[src/rtl/byte_arb_pkg.sv]
// -----------------------------------------------------------------------------
// byte_arb_pkg
// Shared types and helpers for the byte_arbiter round-robin memory arbiter.
//   - ARB_* localparams   : default configuration of the arbiter
//   - idx_width()         : width of a user index for a given user count
//   - user_idx_t          : user index type sized by the default user count
//   - access_t            : one access record (isWrite, mask, addr, data)
//   - rr_wrap()           : modulo-USER wrap of an index that may exceed USER-1
// -----------------------------------------------------------------------------
package byte_arb_pkg;

  localparam int ARB_USER      = 3;
  localparam int ARB_DATA_BYTE = 4;
  localparam int ARB_ADDR_SIZE = 32;

  // A single requester still needs a 1-bit index to keep vectors legal.
  function automatic int idx_width(input int n);
    return (n > 1) ? $clog2(n) : 1;
  endfunction

  localparam int USER_IDX_W = idx_width(ARB_USER);

  typedef logic [USER_IDX_W-1:0] user_idx_t;

  typedef struct packed {
    logic                         is_write;
    logic [ARB_DATA_BYTE-1:0]     mask;
    logic [ARB_ADDR_SIZE-1:0]     addr;
    logic [ARB_DATA_BYTE*8-1:0]   data;
  } access_t;

  // Inputs are always below 2*n, so one conditional subtract is enough.
  function automatic int rr_wrap(input int idx, input int n);
    return (idx >= n) ? idx - n : idx;
  endfunction

endpackage

[src/rtl/byte_arbiter_rr_pick.sv]
// -----------------------------------------------------------------------------
// byte_rr_pick
// Combinational rotate/find-first: returns the first set request found when
// searching start, start+1, ... wrapping modulo N.
// Ports:
//   req   in  [N]     request vector
//   start in  [IDX_W] index the search begins at
//   found out 1       at least one request set
//   idx   out [IDX_W] index of the selected request (0 when none)
// -----------------------------------------------------------------------------
module byte_rr_pick
  import byte_arb_pkg::*;
#(
  parameter int N     = 3,
  parameter int IDX_W = 2
) (
  input  logic [N-1:0]     req,
  input  logic [IDX_W-1:0] start,
  output logic             found,
  output logic [IDX_W-1:0] idx
);

  // Requests rotated so that bit k corresponds to user (start + k) mod N.
  logic [N-1:0] rot;

  always_comb begin
    rot = N'({req, req} >> start);
  end

  // Walk from the far end so the lowest rotated position wins.
  always_comb begin
    found = 1'b0;
    idx   = '0;
    for (int k = N - 1; k >= 0; k--) begin
      if (rot[k]) begin
        found = 1'b1;
        idx   = IDX_W'(rr_wrap(int'(start) + k, N));
      end
    end
  end

endmodule

[src/rtl/byte_arbiter.sv]
// -----------------------------------------------------------------------------
// byte_arbiter
// Round-robin arbiter sharing one byte-addressed memory port among USER
// requesters on the Enable/Hold/WriteMask bus. A stalled access stays locked
// to its owner, one user gets at most MAX_BURST back-to-back accepts while
// others wait, and one-cycle-latency read data is tagged to the issuer.
//
// Optional feature: define BYTE_ARB_STARVE_EN to add per-user wait counters
// and the registered starve_o flag (port absent otherwise).
//
// Ports:
//   clk_i, rst_ni          clock, asynchronous active-low reset
//   useEnable_i    [U]     request per user
//   useIsWrite_i   [U]     write when 1
//   useWriteMask_i [U][DB] byte enables
//   useAddr_i      [U][A]  address
//   useWriteData_i [U][D]  write data
//   useReadData_o  [U][D]  memReadData_i broadcast to every user
//   useReadValid_o [U]     read data valid for this user
//   useHold_o      [U]     stall to each user
//   mem*_o                 downstream request (muxed from the granted user)
//   memReadData_i          downstream read data (1 cycle after accept)
//   memHold_i              downstream stall
//   starve_o               some user has waited STARVE_LIMIT cycles
// -----------------------------------------------------------------------------
module byte_arbiter
  import byte_arb_pkg::*;
#(
  parameter int USER         = ARB_USER,
  parameter int DATA_BYTE    = ARB_DATA_BYTE,
  parameter int ADDR_SIZE    = ARB_ADDR_SIZE,
  parameter int MAX_BURST    = 2,
  parameter int HOLDENABLE   = 1,
  parameter int STARVE_LIMIT = 64
) (
  input  logic                                clk_i,
  input  logic                                rst_ni,
  input  logic [USER-1:0]                     useEnable_i,
  input  logic [USER-1:0]                     useIsWrite_i,
  input  logic [USER-1:0][DATA_BYTE-1:0]      useWriteMask_i,
  input  logic [USER-1:0][ADDR_SIZE-1:0]      useAddr_i,
  input  logic [USER-1:0][DATA_BYTE*8-1:0]    useWriteData_i,
  output logic [USER-1:0][DATA_BYTE*8-1:0]    useReadData_o,
  output logic [USER-1:0]                     useReadValid_o,
  output logic [USER-1:0]                     useHold_o,
  output logic                                memEnable_o,
  output logic                                memIsWrite_o,
  output logic [DATA_BYTE-1:0]                memWriteMask_o,
  output logic [ADDR_SIZE-1:0]                memAddr_o,
  output logic [DATA_BYTE*8-1:0]              memWriteData_o,
  input  logic [DATA_BYTE*8-1:0]              memReadData_i,
  input  logic                                memHold_i
`ifdef BYTE_ARB_STARVE_EN
  ,
  output logic                                starve_o
`endif
);

  localparam int IDX_W = idx_width(USER);
  localparam int BC_W  = $clog2(MAX_BURST + 1);

  if (USER < 2 || MAX_BURST < 1 || STARVE_LIMIT < 1) begin : g_param_check
    $error("byte_arbiter: USER must be >= 2, MAX_BURST and STARVE_LIMIT >= 1");
  end

  // ---------------------------------------------------------------------------
  // State
  // ---------------------------------------------------------------------------
  logic [IDX_W-1:0] ptr_reg,       ptr_next;
  logic [IDX_W-1:0] owner_reg,     owner_next;
  logic             locked_reg,    locked_next;
  logic [BC_W-1:0]  burst_cnt_reg, burst_cnt_next;
  logic             rd_pend_reg,   rd_pend_next;
  logic [IDX_W-1:0] rd_user_reg,   rd_user_next;

  logic             found;
  logic [IDX_W-1:0] pick_idx;
  logic [IDX_W-1:0] grant;
  logic             req_valid;
  logic             accept;
  logic [BC_W-1:0]  cnt;

  byte_rr_pick #(
    .N     (USER),
    .IDX_W (IDX_W)
  ) u_pick (
    .req   (useEnable_i),
    .start (ptr_reg),
    .found (found),
    .idx   (pick_idx)
  );

  // A locked owner is never re-arbitrated; its request is taken at face value
  // because a held user must keep Enable and fields stable. Reset masks the
  // request combinationally so memEnable_o drops the moment rst_ni falls.
  always_comb begin
    grant     = locked_reg ? owner_reg : pick_idx;
    req_valid = rst_ni && (locked_reg ? useEnable_i[owner_reg] : found);
    accept    = req_valid && !memHold_i;
  end

  // ---------------------------------------------------------------------------
  // State register
  // ---------------------------------------------------------------------------
  always_ff @(posedge clk_i or negedge rst_ni) begin
    if (!rst_ni) begin
      ptr_reg       <= '0;
      owner_reg     <= '0;
      locked_reg    <= 1'b0;
      burst_cnt_reg <= '0;
      rd_pend_reg   <= 1'b0;
      rd_user_reg   <= '0;
    end else begin
      ptr_reg       <= ptr_next;
      owner_reg     <= owner_next;
      locked_reg    <= locked_next;
      burst_cnt_reg <= burst_cnt_next;
      rd_pend_reg   <= rd_pend_next;
      rd_user_reg   <= rd_user_next;
    end
  end

  // ---------------------------------------------------------------------------
  // Next state
  // ---------------------------------------------------------------------------
  always_comb begin
    ptr_next       = ptr_reg;
    burst_cnt_next = burst_cnt_reg;

    // The burst run continues only while the winner is the user at ptr;
    // any other winner starts a fresh run of length 1.
    cnt = (grant == ptr_reg) ? burst_cnt_reg + BC_W'(1) : BC_W'(1);

    if (accept) begin
      if (cnt == BC_W'(MAX_BURST)) begin
        ptr_next       = IDX_W'(rr_wrap(int'(grant) + 1, USER));
        burst_cnt_next = '0;
      end else begin
        ptr_next       = grant;
        burst_cnt_next = cnt;
      end
    end

    locked_next  = req_valid && memHold_i;
    owner_next   = grant;

    rd_pend_next = accept && !useIsWrite_i[grant];
    rd_user_next = rd_pend_next ? grant : rd_user_reg;
  end

  // ---------------------------------------------------------------------------
  // Outputs
  // ---------------------------------------------------------------------------
  always_comb begin
    memEnable_o    = req_valid;
    memIsWrite_o   = 1'b0;
    memWriteMask_o = '0;
    memAddr_o      = '0;
    memWriteData_o = '0;
    if (req_valid) begin
      memIsWrite_o   = useIsWrite_i[grant];
      memWriteMask_o = useWriteMask_i[grant];
      memAddr_o      = useAddr_i[grant];
      memWriteData_o = useWriteData_i[grant];
    end
  end

  for (genvar gi = 0; gi < USER; gi++) begin : g_user
    logic granted;
    logic idle_hold;

    assign granted   = req_valid && (grant == IDX_W'(gi));
    assign idle_hold = (HOLDENABLE != 0) ? useEnable_i[gi] : 1'b1;

    assign useHold_o[gi]      = !rst_ni ? 1'b1 : (granted ? memHold_i : idle_hold);
    assign useReadValid_o[gi] = rd_pend_reg && (rd_user_reg == IDX_W'(gi));
    assign useReadData_o[gi]  = memReadData_i;
  end

`ifdef BYTE_ARB_STARVE_EN
  // ---------------------------------------------------------------------------
  // Starvation monitor
  // ---------------------------------------------------------------------------
  localparam int SC_W = $clog2(STARVE_LIMIT + 1);

  logic [USER-1:0] starve_hit;
  logic            starve_reg, starve_next;

  for (genvar gi = 0; gi < USER; gi++) begin : g_starve
    logic [SC_W-1:0] wait_reg, wait_next;

    always_comb begin
      wait_next = wait_reg;
      if (!useEnable_i[gi] || (accept && grant == IDX_W'(gi))) begin
        wait_next = '0;
      end else if (wait_reg != SC_W'(STARVE_LIMIT)) begin
        wait_next = wait_reg + SC_W'(1);
      end
    end

    always_ff @(posedge clk_i or negedge rst_ni) begin
      if (!rst_ni) begin
        wait_reg <= '0;
      end else begin
        wait_reg <= wait_next;
      end
    end

    assign starve_hit[gi] = (wait_reg == SC_W'(STARVE_LIMIT));
  end

  always_comb begin
    starve_next = |starve_hit;
  end

  always_ff @(posedge clk_i or negedge rst_ni) begin
    if (!rst_ni) begin
      starve_reg <= 1'b0;
    end else begin
      starve_reg <= starve_next;
    end
  end

  assign starve_o = starve_reg;
`endif

endmodule

[config.mk]
export PLATFORM = sky130hd
export DESIGN_NAME = byte_arbiter
export DESIGN_NICKNAME = d
export VERILOG_FILES = /design/src/rtl/byte_arb_pkg.sv /design/src/rtl/byte_arbiter_rr_pick.sv /design/src/rtl/byte_arbiter.sv
export SDC_FILE = /design/constraint.sdc
export NUM_CORES = 1
export LEC_CHECK = 0
export BUFFER_PORTS_ARGS = -buffer_cell sky130_fd_sc_hd__buf_2
export CAP_MARGIN = 10
export CORE_AREA = 2 2 162 164
export CTS_CLUSTER_SIZE = 12
export DETAILED_ROUTE_END_ITERATION = 16
export DIE_AREA = 0 0 164 166
export HOLD_SLACK_MARGIN = 0.12
export PLACE_DENSITY_LB_ADDON = 0.1
export SLEW_MARGIN = 20
export SYNTH_ARGS = -nofsm -noshare
export SYNTH_HDL_FRONTEND = slang
export SYNTH_SLANG_ARGS = --single-unit
[constraint.sdc]
create_clock -name clk_i -period 2.8 [get_ports clk_i]
set_input_delay 0.14 -clock clk_i [delete_from_list [all_inputs] [get_ports clk_i]]
set_output_delay 0.14 -clock clk_i [all_outputs]
set_load 0.02 [all_outputs]
## After elaboration in Yosys (flattened, before gate mapping)

Index checks and enable logic that the tools add are counted.

- $add $sub $neg: 8
- Magnitude comparators: 6
- Equality and inequality tests: 6
- Shift operators: 1
- Multiplexer cells: 35
- Reductions and logical operators: 14

Operators with widths:

| cell | count |
|---|---|
| binary-select mux 32 bit (select 2 bit) | 2 |
| 2-to-1 mux 32 bit | 4 |
| 2-to-1 mux 2 bit | 11 |
| 2-to-1 mux 1 bit | 13 |
| logical AND 1 bit | 10 |
| greater-or-equal comparator 3 x 2 -> 1 bit, second input constant | 3 |
| binary-select mux 4 bit (select 2 bit) | 1 |
| 2-to-1 mux 4 bit | 2 |
| adder 2 x 1 -> 3 bit, second input constant | 2 |
| == test 2 bit, second input constant | 3 |
| less-than comparator 2 x 3 -> 1 bit, second input constant | 2 |
| right shift 6 x 2 -> 3 bit | 1 |
| binary-select mux 1 bit (select 2 bit) | 2 |
| == test 2 x 1 -> 1 bit, second input constant | 2 |
| logical NOT 2 bit | 2 |
| subtractor 2 x 1 -> 2 bit, second input constant | 2 |
| subtractor 2 bit, second input constant | 2 |
| adder 2 x 2 -> 3 bit, second input constant | 1 |
| adder 2 x 1 -> 2 bit, second input constant | 1 |
| == test 2 bit | 1 |
| greater-or-equal comparator 2 bit, second input constant | 1 |
| logical NOT 1 bit | 2 |

- Flip-flop bits (word level): 10
- Input port bits: 245
- Output and inout bits: 172

## Logic depth before layout (Yosys ltp)

Gate-level depths: netlist (run 1).

- Depth in word-level cells: 11
- Depth in mapped cells: 15
- Mapped depth without buffers: 12

## Modules after synthesis

From an unflattened synthesis (run 1), not the netlist that was laid out.

- Cell total of the unflattened synthesis: 580
- Area total of the unflattened synthesis: 3294.4 µm²

Modules (own cells, without submodules):

| module | instances | cells an instance | area each (µm²) | sequential area each (µm²) |
|---|---|---|---|---|
| byte_arbiter | 1 | 543 | 3020.4 | 250.2 |
| byte_rr_pick | 1 | 37 | 274.0 | 0.0 |

## Worst setup path after synthesis (run 1)

No wires, ideal clock.

- Kind: flip-flop to flip-flop
- Start: register ptr_reg[0]
- End: register ptr_reg[0]
- Library setup time: 0.124 ns
- Arrival: 2.735 ns
- Required time: 2.676 ns
- Slack: -0.059 ns
- Stages on the path, launching flop included: 12
- Cell sequence: dfrtp_1 buf_4 xnor2_1 a311o_1 a2111oi_4 nor2_2 inv_2 buf_4 buf_2 ha_1 a21o_1 a211o_1

- Longest elaborated chain between the ends: 11

Ends and longest elaborated chain:

| item | line | text |
|---|---|---|
| start, declared | byte_arbiter.sv:69 | `logic [IDX_W-1:0] ptr_reg, ptr_next;` |
| start signal, assigned | byte_arbiter.sv:114 | `ptr_reg <= ptr_next;` |
| adder 2 x 2 -> 3 bit | byte_arbiter_rr_pick.sv:37 | `idx = IDX_W'(rr_wrap(int'(start) + k, N));` |
| greater-or-equal comparator 3 x 2 -> 1 bit or subtractor 2 x 1 -> 2 bit (tied branches) | byte_arb_pkg.sv:34 | `return (idx >= n) ? idx - n : idx;` |
| 2-to-1 mux 2 bit | byte_arb_pkg.sv:34 |  |
| 2-to-1 mux 2 bit (3 in series) | byte_arbiter_rr_pick.sv:35 | `if (rot[k]) begin` |
| 2-to-1 mux 2 bit | byte_arbiter.sv:97 | `grant = locked_reg ? owner_reg : pick_idx;` |
| adder 2 x 1 -> 3 bit or == test 2 bit (tied branches) | byte_arbiter.sv:136, byte_arbiter.sv:132 |  |
| greater-or-equal comparator 3 x 2 -> 1 bit, or another cell as far along | byte_arb_pkg.sv:34 |  |
| 2-to-1 mux 2 bit or == test 2 bit (tied branches) | byte_arb_pkg.sv:34, byte_arbiter.sv:135 |  |
| 2-to-1 mux 2 bit | byte_arbiter.sv:135 | `if (cnt == BC_W'(MAX_BURST)) begin` |

Several ways; a longest one is shown, not always the timed one.
A chain may end at the register's enable or synchronous reset.

## Worst setup path after layout (run 1)

- Start: register ptr_reg[1]
- End: output port memWriteData_o[10]

- Longest elaborated chain between the ends: 10

Ends and longest elaborated chain:

| item | line | text |
|---|---|---|
| adder 2 x 2 -> 3 bit | byte_arbiter_rr_pick.sv:37 |  |
| greater-or-equal comparator 3 x 2 -> 1 bit or subtractor 2 x 1 -> 2 bit (tied branches) | byte_arb_pkg.sv:34 |  |
| 2-to-1 mux 2 bit | byte_arb_pkg.sv:34 |  |
| 2-to-1 mux 2 bit (3 in series) | byte_arbiter_rr_pick.sv:35 |  |
| 2-to-1 mux 2 bit | byte_arbiter.sv:97 |  |
| binary-select mux 32 bit (select 2 bit) | byte_arbiter.sv:164 | `memWriteData_o = useWriteData_i[grant];` |
| 2-to-1 mux 32 bit (implied by the code) | byte_arbiter.sv:164 |  |
| 2-to-1 mux 32 bit * | byte_arbiter.sv:160 | `if (req_valid) begin` |
| end, declared | byte_arbiter.sv:50 | `output logic [DATA_BYTE*8-1:0] memWriteData_o,` |

Mark *: on every way between the ends. The rest lies on a longest branch, timed or not. The select of a mux whose other input is x is not followed.

==> metrics.txt, run 1 <==
# TYPE chip_impl_metric gauge
chip_impl_metric{name="postSynthRegisterBits",unit=""} 10
chip_impl_metric{name="route.detailed.vias_per_inst",unit=""} 4.54
chip_impl_info{name="timing.critical_path.cells",value="nor4bb_4, a311o_1, buf_4, a211oi_4, nor2_4, clkinv_8, buf_12, clkbuf_16, nand3_1, a31oi_1, buf_2"} 1
chip_impl_metric{name="ant_nets",unit=""} 0
chip_impl_metric{name="number_of_design_rule_violations_left_by_the_first_detailed_router_iteration",unit=""} 222
chip_impl_metric{name="syn_area",unit="um^2"} 3380
chip_impl_metric{name="final-hold-violation-count",unit=""} 0
chip_impl_info{name="critPathKind",value="reg -> out"} 1
chip_impl_metric{name="dieArea",unit="um^2"} 27200
chip_impl_metric{name="numPortBuffers",unit=""} 288
chip_impl_metric{name="nets",unit=""} 1003
chip_impl_metric{name="crit_path_max_incr_delay",unit="ps"} 460
chip_impl_info{name="peak_usage_layer_in_the_global_routing_report",value="met2"} 1
chip_impl_metric{name="vias",unit=""} 4937
chip_impl_metric{name="gr-usage-met1",unit="%"} 14.4
chip_impl_metric{name="number_of_antenna_violations_at_the_first_check_in_global_routing",unit=""} 2
chip_impl_metric{name="final_cell_count_no_fill",unit=""} 1088
chip_impl_metric{name="place.detailed.instances",unit=""} 1045
chip_impl_metric{name="clk_pin_slew",unit="ps"} 40
chip_impl_metric{name="max_cap_viol_count",unit=""} 0
chip_impl_metric{name="detail_route.drc_violations",unit=""} 0
chip_impl_metric{name="max_freq",unit="MHz"} 356
chip_impl_metric{name="grt_first_pass_wirelength",unit="mm"} 26.6
chip_impl_metric{name="grt_max_degree",unit=""} 59
chip_impl_metric{name="use_met3",unit="%"} 1.70
chip_impl_metric{name="sequential_cell_area",unit="um^2"} 253
chip_impl_metric{name="worstPathArrival",unit="ps"} 2670
chip_impl_metric{name="ys.warnings.count",unit=""} 0
chip_impl_info{name="synth_top_cell_by_area",value="sky130_fd_sc_hd__nand3_1"} 1
chip_impl_metric{name="final_layout_size_suffix_gt1_share",unit="%"} 56.3
chip_impl_metric{name="grt_use_total",unit="%"} 12.1
chip_impl_metric{name="detail_route.wl_per_cell",unit="um"} 18.9
chip_impl_info{name="worstSetupEndpointType",value="primary output"} 1
chip_impl_metric{name="fin_ws",unit="ps"} -5.28
chip_impl_info{name="cts.root.buffer_cell",value="sky130_fd_sc_hd__clkbuf_16"} 1
chip_impl_metric{name="critical_path_peak_fanout",unit=""} 9
chip_impl_metric{name="synth_top_area_share",unit="%"} 30.6
chip_impl_metric{name="r2r_setup_slack",unit="ps"} 50
chip_impl_info{name="synth_area_leaders",value="sky130_fd_sc_hd__nand3_1 31%, sky130_fd_sc_hd__buf_4 23%, sky130_fd_sc_hd__a31oi_1 13%"} 1
chip_impl_metric{name="setup_tns",unit="ps"} -20.3
chip_impl_metric{name="netlist_instances",unit=""} 536
chip_impl_metric{name="fp.coreArea",unit="um^2"} 25600
chip_impl_metric{name="numCtsBuffers",unit=""} 3
chip_impl_metric{name="period_needed",unit="ps"} 2810
chip_impl_metric{name="slew_violations",unit=""} 0
chip_impl_info{name="tritoncts",value="yes"} 1
chip_impl_metric{name="pwr_density_cell",unit="nW/um^2"} 1630
chip_impl_info{name="netlist_top_cells_count",value="207 x sky130_fd_sc_hd__nand3_1, 102 x sky130_fd_sc_hd__buf_4, 69 x sky130_fd_sc_hd__a31oi_1"} 1
chip_impl_metric{name="required",unit="ps"} 2660
chip_impl_metric{name="globalplace.congestion",unit=""} 0.745
chip_impl_metric{name="use_met2",unit="%"} 23.1
chip_impl_metric{name="initial_core_util",unit="%"} 13.2
chip_impl_metric{name="post-dp-hpwl",unit="mm"} 12.8
chip_impl_metric{name="area.growth.synth_to_final",unit="%"} 77.1
chip_impl_metric{name="synth_seq_area_share",unit="%"} 7.40
chip_impl_info{name="failed_checks",value="setup timing"} 1
chip_impl_info{name="rsz_0062_raised_after_global_routing",value="true"} 1
chip_impl_metric{name="synth_nets",unit=""} 787
chip_impl_metric{name="top_level_ports",unit=""} 417
chip_impl_metric{name="routed_wl",unit="mm"} 20.6
chip_impl_metric{name="ctsLongestPathBuffers",unit=""} 2
chip_impl_info{name="run_status",value="finished, violations left"} 1
chip_impl_info{name="crit_slowest_cell",value="sky130_fd_sc_hd__dfrtp_2"} 1
chip_impl_metric{name="clock_insertion_delay_worst_skew",unit="ps"} 240
chip_impl_metric{name="multi_input_area",unit="um^2"} 2430
chip_impl_metric{name="ir_drop_worst_case_vdd",unit="mV"} 0.592
chip_impl_metric{name="fp-row-count",unit=""} 59
chip_impl_metric{name="synth_async_sr_flop_share",unit="%"} 100
chip_impl_metric{name="num-fill-cells",unit=""} 2938
chip_impl_metric{name="cts-htree-levels",unit=""} 1
chip_impl_metric{name="post-route-period-util",unit="%"} 100
chip_impl_metric{name="synth.lib_cells_used.distinct",unit=""} 47
chip_impl_metric{name="count_of_flip_flops_with_a_built_in_enable_after_synthesis",unit=""} 0
chip_impl_metric{name="fp.dieW",unit="um"} 164
chip_impl_info{name="yosys.cell_count.top_type",value="sky130_fd_sc_hd__nand3_1"} 1
chip_impl_info{name="launching_element_type_of_the_critical_path",value="flop"} 1
chip_impl_metric{name="grt_pass1_vias",unit=""} 4669
chip_impl_info{name="holdCritPathClass",value="in -> reg"} 1
chip_impl_info{name="synth_top_flop_cell",value="sky130_fd_sc_hd__dfrtp_1"} 1
chip_impl_metric{name="detailedRoute.firstPassIterationCount",unit=""} 4
chip_impl_metric{name="worst_case_clock_skew",unit="ps"} 3.16
chip_impl_metric{name="worst_slew_margin_rel",unit="%"} 40.8
chip_impl_metric{name="chipHeight",unit="um"} 166
chip_impl_metric{name="gr-total-overflow",unit=""} 0
chip_impl_metric{name="timing_worst_slew_pin_value",unit="ps"} 887
chip_impl_metric{name="cellLeakagePower",unit="uW"} 0.00269
chip_impl_metric{name="report.final.setup_viol",unit=""} 5
chip_impl_metric{name="clock_sink_count",unit=""} 10
chip_impl_metric{name="synthesis.area_per_instance",unit="um^2"} 6.31
## cell type report
| type | count | share of cell area (%) |
|---|---|---|
| diodes | 2 | 0.0835 |
| clock buffers | 4 | 1.48 |
| inverters | 11 | 0.981 |
| multi-input cells | 366 | 40.5 |
| flip-flops and latches | 10 | 4.22 |
| well taps | 335 | 7.00 |
| repair buffers | 360 | 45.7 |
## worst paths after layout
path	from	endpoint	cells after the start
setup / recovery	ptr_reg[1]	memWriteData_o[10]	11
hold / removal	useIsWrite_i[2]	rd_user_reg[1]	3
setup reg to reg	ptr_reg[1]	ptr_reg[1]	14
hold reg to reg	burst_cnt_reg[1]	burst_cnt_reg[1]	1
max in group asynchronous	rst_ni	ptr_reg[0]	2
min in group asynchronous	rst_ni	owner_reg[1]	2
## metal layers
metal  vias up  routed length, um
met1      2357               8290
met5         -                  0
met3        30               1290
li1       2324                  -
met4         0                239
met2       226              10800
## cells by family (layout without fill, tap and decap cells)
kind of cell / count (synthesis) / in the layout / share of synthesized area, %
flops: 10 / 10 / 7.40
buf+inv: 160 / 375 / 29.9
fa+ha+maj: 6 / 6 / 2.22
compound gates: 102 / 102 / 20.5
simple gates: 249 / 249 / 37.4
other cells: 0 / 2 / 0
xor+xnor: 2 / 2 / 0.518
mux: 7 / 7 / 2.11
## what timing repair did
item | in CTS | in global routing
pin swaps | 16 | 44
gates resized for setup | 54 | 101
setup buffers | 10 | 9
endpoints found under the setup margin | 66 | 74
hold buffers | 1 | 0
gates cloned | 6 | 13
endpoints found under the hold margin | 10 | 0
## cell usage in the layout (no fill, tap or decap), types with 5 or more instances in the layout
cell type and n:
sky130_fd_sc_hd__buf_8 5, sky130_fd_sc_hd__inv_1 8, sky130_fd_sc_hd__dfrtp_1 8, sky130_fd_sc_hd__nand3_2 35
sky130_fd_sc_hd__o211ai_1 5, sky130_fd_sc_hd__nand2_1 8, sky130_fd_sc_hd__clkbuf_16 14, sky130_fd_sc_hd__mux2i_1 6
sky130_fd_sc_hd__buf_16 7, sky130_fd_sc_hd__buf_6 15, sky130_fd_sc_hd__a31oi_1 64, sky130_fd_sc_hd__buf_4 75
sky130_fd_sc_hd__buf_2 232, sky130_fd_sc_hd__nor2_1 8, sky130_fd_sc_hd__nand3_1 171, sky130_fd_sc_hd__nand2b_1 5
sky130_fd_sc_hd__buf_12 13
## per-stage QoR
stage	instance area [um^2]	setup slack (ps)	hold WS (ps)	power (uW)	util (%)
CTS	5230	-39.1	243	7910	20.4
finish	5990	-5.28	236	9790	23.4
global placement	4720	125	78.5	6560	18.4
floorplan	3390	19.2	-156	4270	-
global route	5990	-131	250	10500	23.4
detailed placement	4720	142	77.5	6410	18.4
## worst max-delay path, delay by kind of cell, from the launching register on
kind / cells / cell delay, ps
buffers and inverters: 5 / 780
and+or+nand+nor: 3 / 360
DFF: 1 / 460
AOI/OAI and AO/OA: 3 / 820
## where the power goes
group          total [uW]  switching (uW)  internal (uW)
combinational        9230            5010           4220
clock                 289            73.3            215
sequential            274            71.3            203
total                9790            5160           4630
(Power assumes the default switching activity.)
==> run 2: changes to the inputs <==
--- a/config.mk
+++ b/config.mk
@@ -12,7 +12,7 @@
 export DETAILED_ROUTE_END_ITERATION = 16
 export DIE_AREA = 0 0 164 166
 export HOLD_SLACK_MARGIN = 0.12
-export PLACE_DENSITY_LB_ADDON = 0.1
+export PLACE_DENSITY = 0.52
 export SLEW_MARGIN = 20
 export SYNTH_ARGS = -nofsm -noshare
 export SYNTH_HDL_FRONTEND = slang
==> metrics.txt, run 2 (synthesized netlist as in run 1, its figures left out) <==
# TYPE chip_impl_metric gauge
chip_impl_info{name="run_status",value="finished, violations left"} 1
chip_impl_info{name="failed_checks",value="setup timing"} 1
chip_impl_metric{name="ir_drop_worst_case_vdd",unit="mV"} 0.609
chip_impl_metric{name="ctsLongestPathBuffers",unit=""} 2
chip_impl_info{name="worstSetupEndpointType",value="primary output"} 1
chip_impl_metric{name="num-fill-cells",unit=""} 2814
chip_impl_metric{name="fp.coreArea",unit="um^2"} 25600
chip_impl_metric{name="dieArea",unit="um^2"} 27200
chip_impl_metric{name="worst_case_clock_skew",unit="ps"} 0.548
chip_impl_metric{name="nets",unit=""} 1004
chip_impl_metric{name="max_freq",unit="MHz"} 348
chip_impl_metric{name="power_switching_share",unit="%"} 51.5
chip_impl_info{name="tritoncts",value="yes"} 1
chip_impl_metric{name="p_sw",unit="uW"} 5250
chip_impl_metric{name="cell_internal_pwr",unit="uW"} 4940
chip_impl_metric{name="detailedRoute.firstPassIterationCount",unit=""} 5
chip_impl_metric{name="p_comb_share",unit="%"} 94.4
chip_impl_metric{name="max_cap_viol_count",unit=""} 0
chip_impl_metric{name="worst_slew_margin_rel",unit="%"} 42.0
chip_impl_metric{name="worst_hold_slack",unit="ps"} 226
chip_impl_metric{name="worst_reg_to_reg_cells",unit=""} 12
chip_impl_metric{name="detail_route.wl_per_cell",unit="um"} 18.4
chip_impl_metric{name="worstPathArrival",unit="ps"} 2740
chip_impl_metric{name="worst_hold_path.num_cells",unit=""} 3
chip_impl_info{name="launching_element_type_of_the_critical_path",value="flop"} 1
chip_impl_info{name="layout_commonest_cell",value="sky130_fd_sc_hd__buf_2"} 1
chip_impl_info{name="timing.hold.worst_endpoint",value="rd_pend_reg"} 1
chip_impl_metric{name="setup_tns",unit="ps"} -1550
chip_impl_metric{name="final_layout_size_suffix_gt1_share",unit="%"} 61.0
chip_impl_metric{name="fp-row-count",unit=""} 59
chip_impl_metric{name="post-route-period-util",unit="%"} 103
chip_impl_metric{name="period_needed",unit="ps"} 2880
chip_impl_metric{name="cts-htree-levels",unit=""} 1
chip_impl_metric{name="place.detailed.instances",unit=""} 1040
chip_impl_metric{name="number_of_antenna_violations_at_the_first_check_in_global_routing",unit=""} 3
chip_impl_info{name="rsz_0062_raised_after_global_routing",value="true"} 1
chip_impl_metric{name="numCtsBuffers",unit=""} 3
chip_impl_metric{name="grt_use_total",unit="%"} 11.9
chip_impl_info{name="crit-reg2reg-launch",value="ptr_reg[1]"} 1
chip_impl_info{name="critPathKind",value="reg -> out"} 1
chip_impl_metric{name="pwr_density_cell",unit="nW/um^2"} 1620
chip_impl_metric{name="routed_wl",unit="mm"} 20.0
chip_impl_info{name="holdCritPathClass",value="in -> reg"} 1
chip_impl_metric{name="timing_worst_slew_pin_value",unit="ps"} 869
chip_impl_metric{name="fp.dieW",unit="um"} 164
chip_impl_metric{name="final-hold-violation-count",unit=""} 0
chip_impl_metric{name="cellLeakagePower",unit="uW"} 0.00276
chip_impl_metric{name="ant_nets",unit=""} 0
chip_impl_metric{name="globalplace.congestion",unit=""} 0.863
chip_impl_metric{name="slew_violations",unit=""} 0
chip_impl_metric{name="area.growth.synth_to_final",unit="%"} 86.0
chip_impl_metric{name="clk_pin_slew",unit="ps"} 40
chip_impl_metric{name="number_of_design_rule_violations_left_by_the_first_detailed_router_iteration",unit=""} 278
chip_impl_metric{name="grt_pass1_vias",unit=""} 4465
chip_impl_metric{name="report.final.setup_viol",unit=""} 46
chip_impl_metric{name="share_seq_of_total_power",unit="%"} 2.7
chip_impl_metric{name="post-dp-hpwl",unit="mm"} 12.5
chip_impl_metric{name="required",unit="ps"} 2660
chip_impl_metric{name="clock_insertion_delay_worst_skew",unit="ps"} 240
chip_impl_metric{name="clock_sink_count",unit=""} 10
chip_impl_metric{name="top_level_ports",unit=""} 417
chip_impl_metric{name="initial_core_util",unit="%"} 13.2
chip_impl_info{name="hold_path.startpoint",value="memHold_i"} 1
chip_impl_metric{name="vias",unit=""} 4975
chip_impl_metric{name="critical_path_peak_fanout",unit=""} 8
chip_impl_metric{name="chipHeight",unit="um"} 166
chip_impl_metric{name="fin_ws",unit="ps"} -75.4
chip_impl_metric{name="numPortBuffers",unit=""} 288
chip_impl_metric{name="gr-total-overflow",unit=""} 0
chip_impl_info{name="regToRegEndpoint",value="ptr_reg[1]"} 1
chip_impl_metric{name="final_cell_count_no_fill",unit=""} 1090
chip_impl_info{name="cts.root.buffer_cell",value="sky130_fd_sc_hd__clkbuf_16"} 1
chip_impl_metric{name="r2r_setup_slack",unit="ps"} 110
chip_impl_info{name="leading_cell_types_in_the_layout_fill_and_taps_excluded",value="227 x sky130_fd_sc_hd__buf_2, 148 x sky130_fd_sc_hd__nand3_1, 80 x sky130_fd_sc_hd__buf_4, 57 x sky130_fd_sc_hd__a31oi_1, 55 x sky130_fd_sc_hd__nand3_2"} 1
chip_impl_metric{name="power.clock.fraction",unit="%"} 2.9
chip_impl_metric{name="route.detailed.vias_per_inst",unit=""} 4.56
chip_impl_metric{name="grt_max_degree",unit=""} 60
chip_impl_metric{name="place_worst_setup_slack",unit="ps"} 69.2
chip_impl_metric{name="detail_route.drc_violations",unit=""} 0
chip_impl_metric{name="grt_first_pass_wirelength",unit="mm"} 25.6
## run 2: worst max-delay path, stage by stage (launching register included)
cell and delay (ps):
sky130_fd_sc_hd__dfrtp_2 460, sky130_fd_sc_hd__xnor2_2 150, sky130_fd_sc_hd__a311o_1 420, sky130_fd_sc_hd__a2111oi_4 400, sky130_fd_sc_hd__nor2_4 110, sky130_fd_sc_hd__inv_8 80, sky130_fd_sc_hd__buf_12 100, sky130_fd_sc_hd__buf_12 150
sky130_fd_sc_hd__buf_12 140, sky130_fd_sc_hd__nand3_2 80, sky130_fd_sc_hd__a31oi_2 220, sky130_fd_sc_hd__buf_6 160
## run 2: worst max-delay path by stage
stage               startpoint            endpoint  slack (ps)  cells after the start
finish              ptr_reg[1]  memWriteData_o[16]         -80                     11
global placement    ptr_reg[0]  memWriteData_o[27]         110                     12
floorplan           ptr_reg[0]          ptr_reg[0]          20                     11
detailed placement  ptr_reg[0]  memWriteData_o[27]          70                     12
global route        ptr_reg[1]       memAddr_o[18]        -180                     11
CTS                 ptr_reg[0]  memWriteData_o[10]         -50                     10
## run 2: per-stage QoR
stage | total power [uW] | utilization, % | instance area, um^2
after detailed placement | 6230 | 18.3 | 4680
after global routing | 10800 | 24.6 | 6290
final | 10200 | 24.6 | 6290
after CTS | 7820 | 20.4 | 5230
after global placement | 6220 | 18.3 | 4680
after floorplan | 4270 | - | 3390
## run 2: repair_timing
| action | in CTS | in global routing |
|---|---|---|
| cloned | 6 | 13 |
| resized for setup | 43 | 140 |
| setup buffers | 11 | 12 |
| hold buffers | 1 | 0 |
| setup endpoints to repair | 60 | 73 |
| pin swaps | 24 | 84 |
| endpoints found under the hold margin | 10 | 0 |
## run 2: metal layers
layer / wire (um) / GRT usage [%] / vias to the layer above
li1: - / - / 2329
met1: 7770 / 13.8 / 2306
met2: 10000 / 21.3 / 291
met3: 1820 / 3.40 / 49
met4: 407 / 3.09 / 0
met5: 0 / 0 / -
## run 2: area by class of cell
cell class / count / area, um^2 / share of cell area (%)
repair buffers: 361 / 2840 / 45.1
multi-input cells: 366 / 2640 / 41.9
well taps: 335 / 419 / 6.66
flip-flops and latches: 10 / 253 / 4.02
clock buffers: 4 / 88.8 / 1.41
inverters: 11 / 51.3 / 0.815
diodes: 3 / 7.51 / 0.119
## run 2: power groups by stage
stage	Combinational (uW)	Clock [uW]	Sequential, uW
CTS	7260	293	268
global placement	5950	0	269
global route	10200	302	286
finish	9620	293	273
floorplan	4030	0	241
detailed placement	5960	0	271
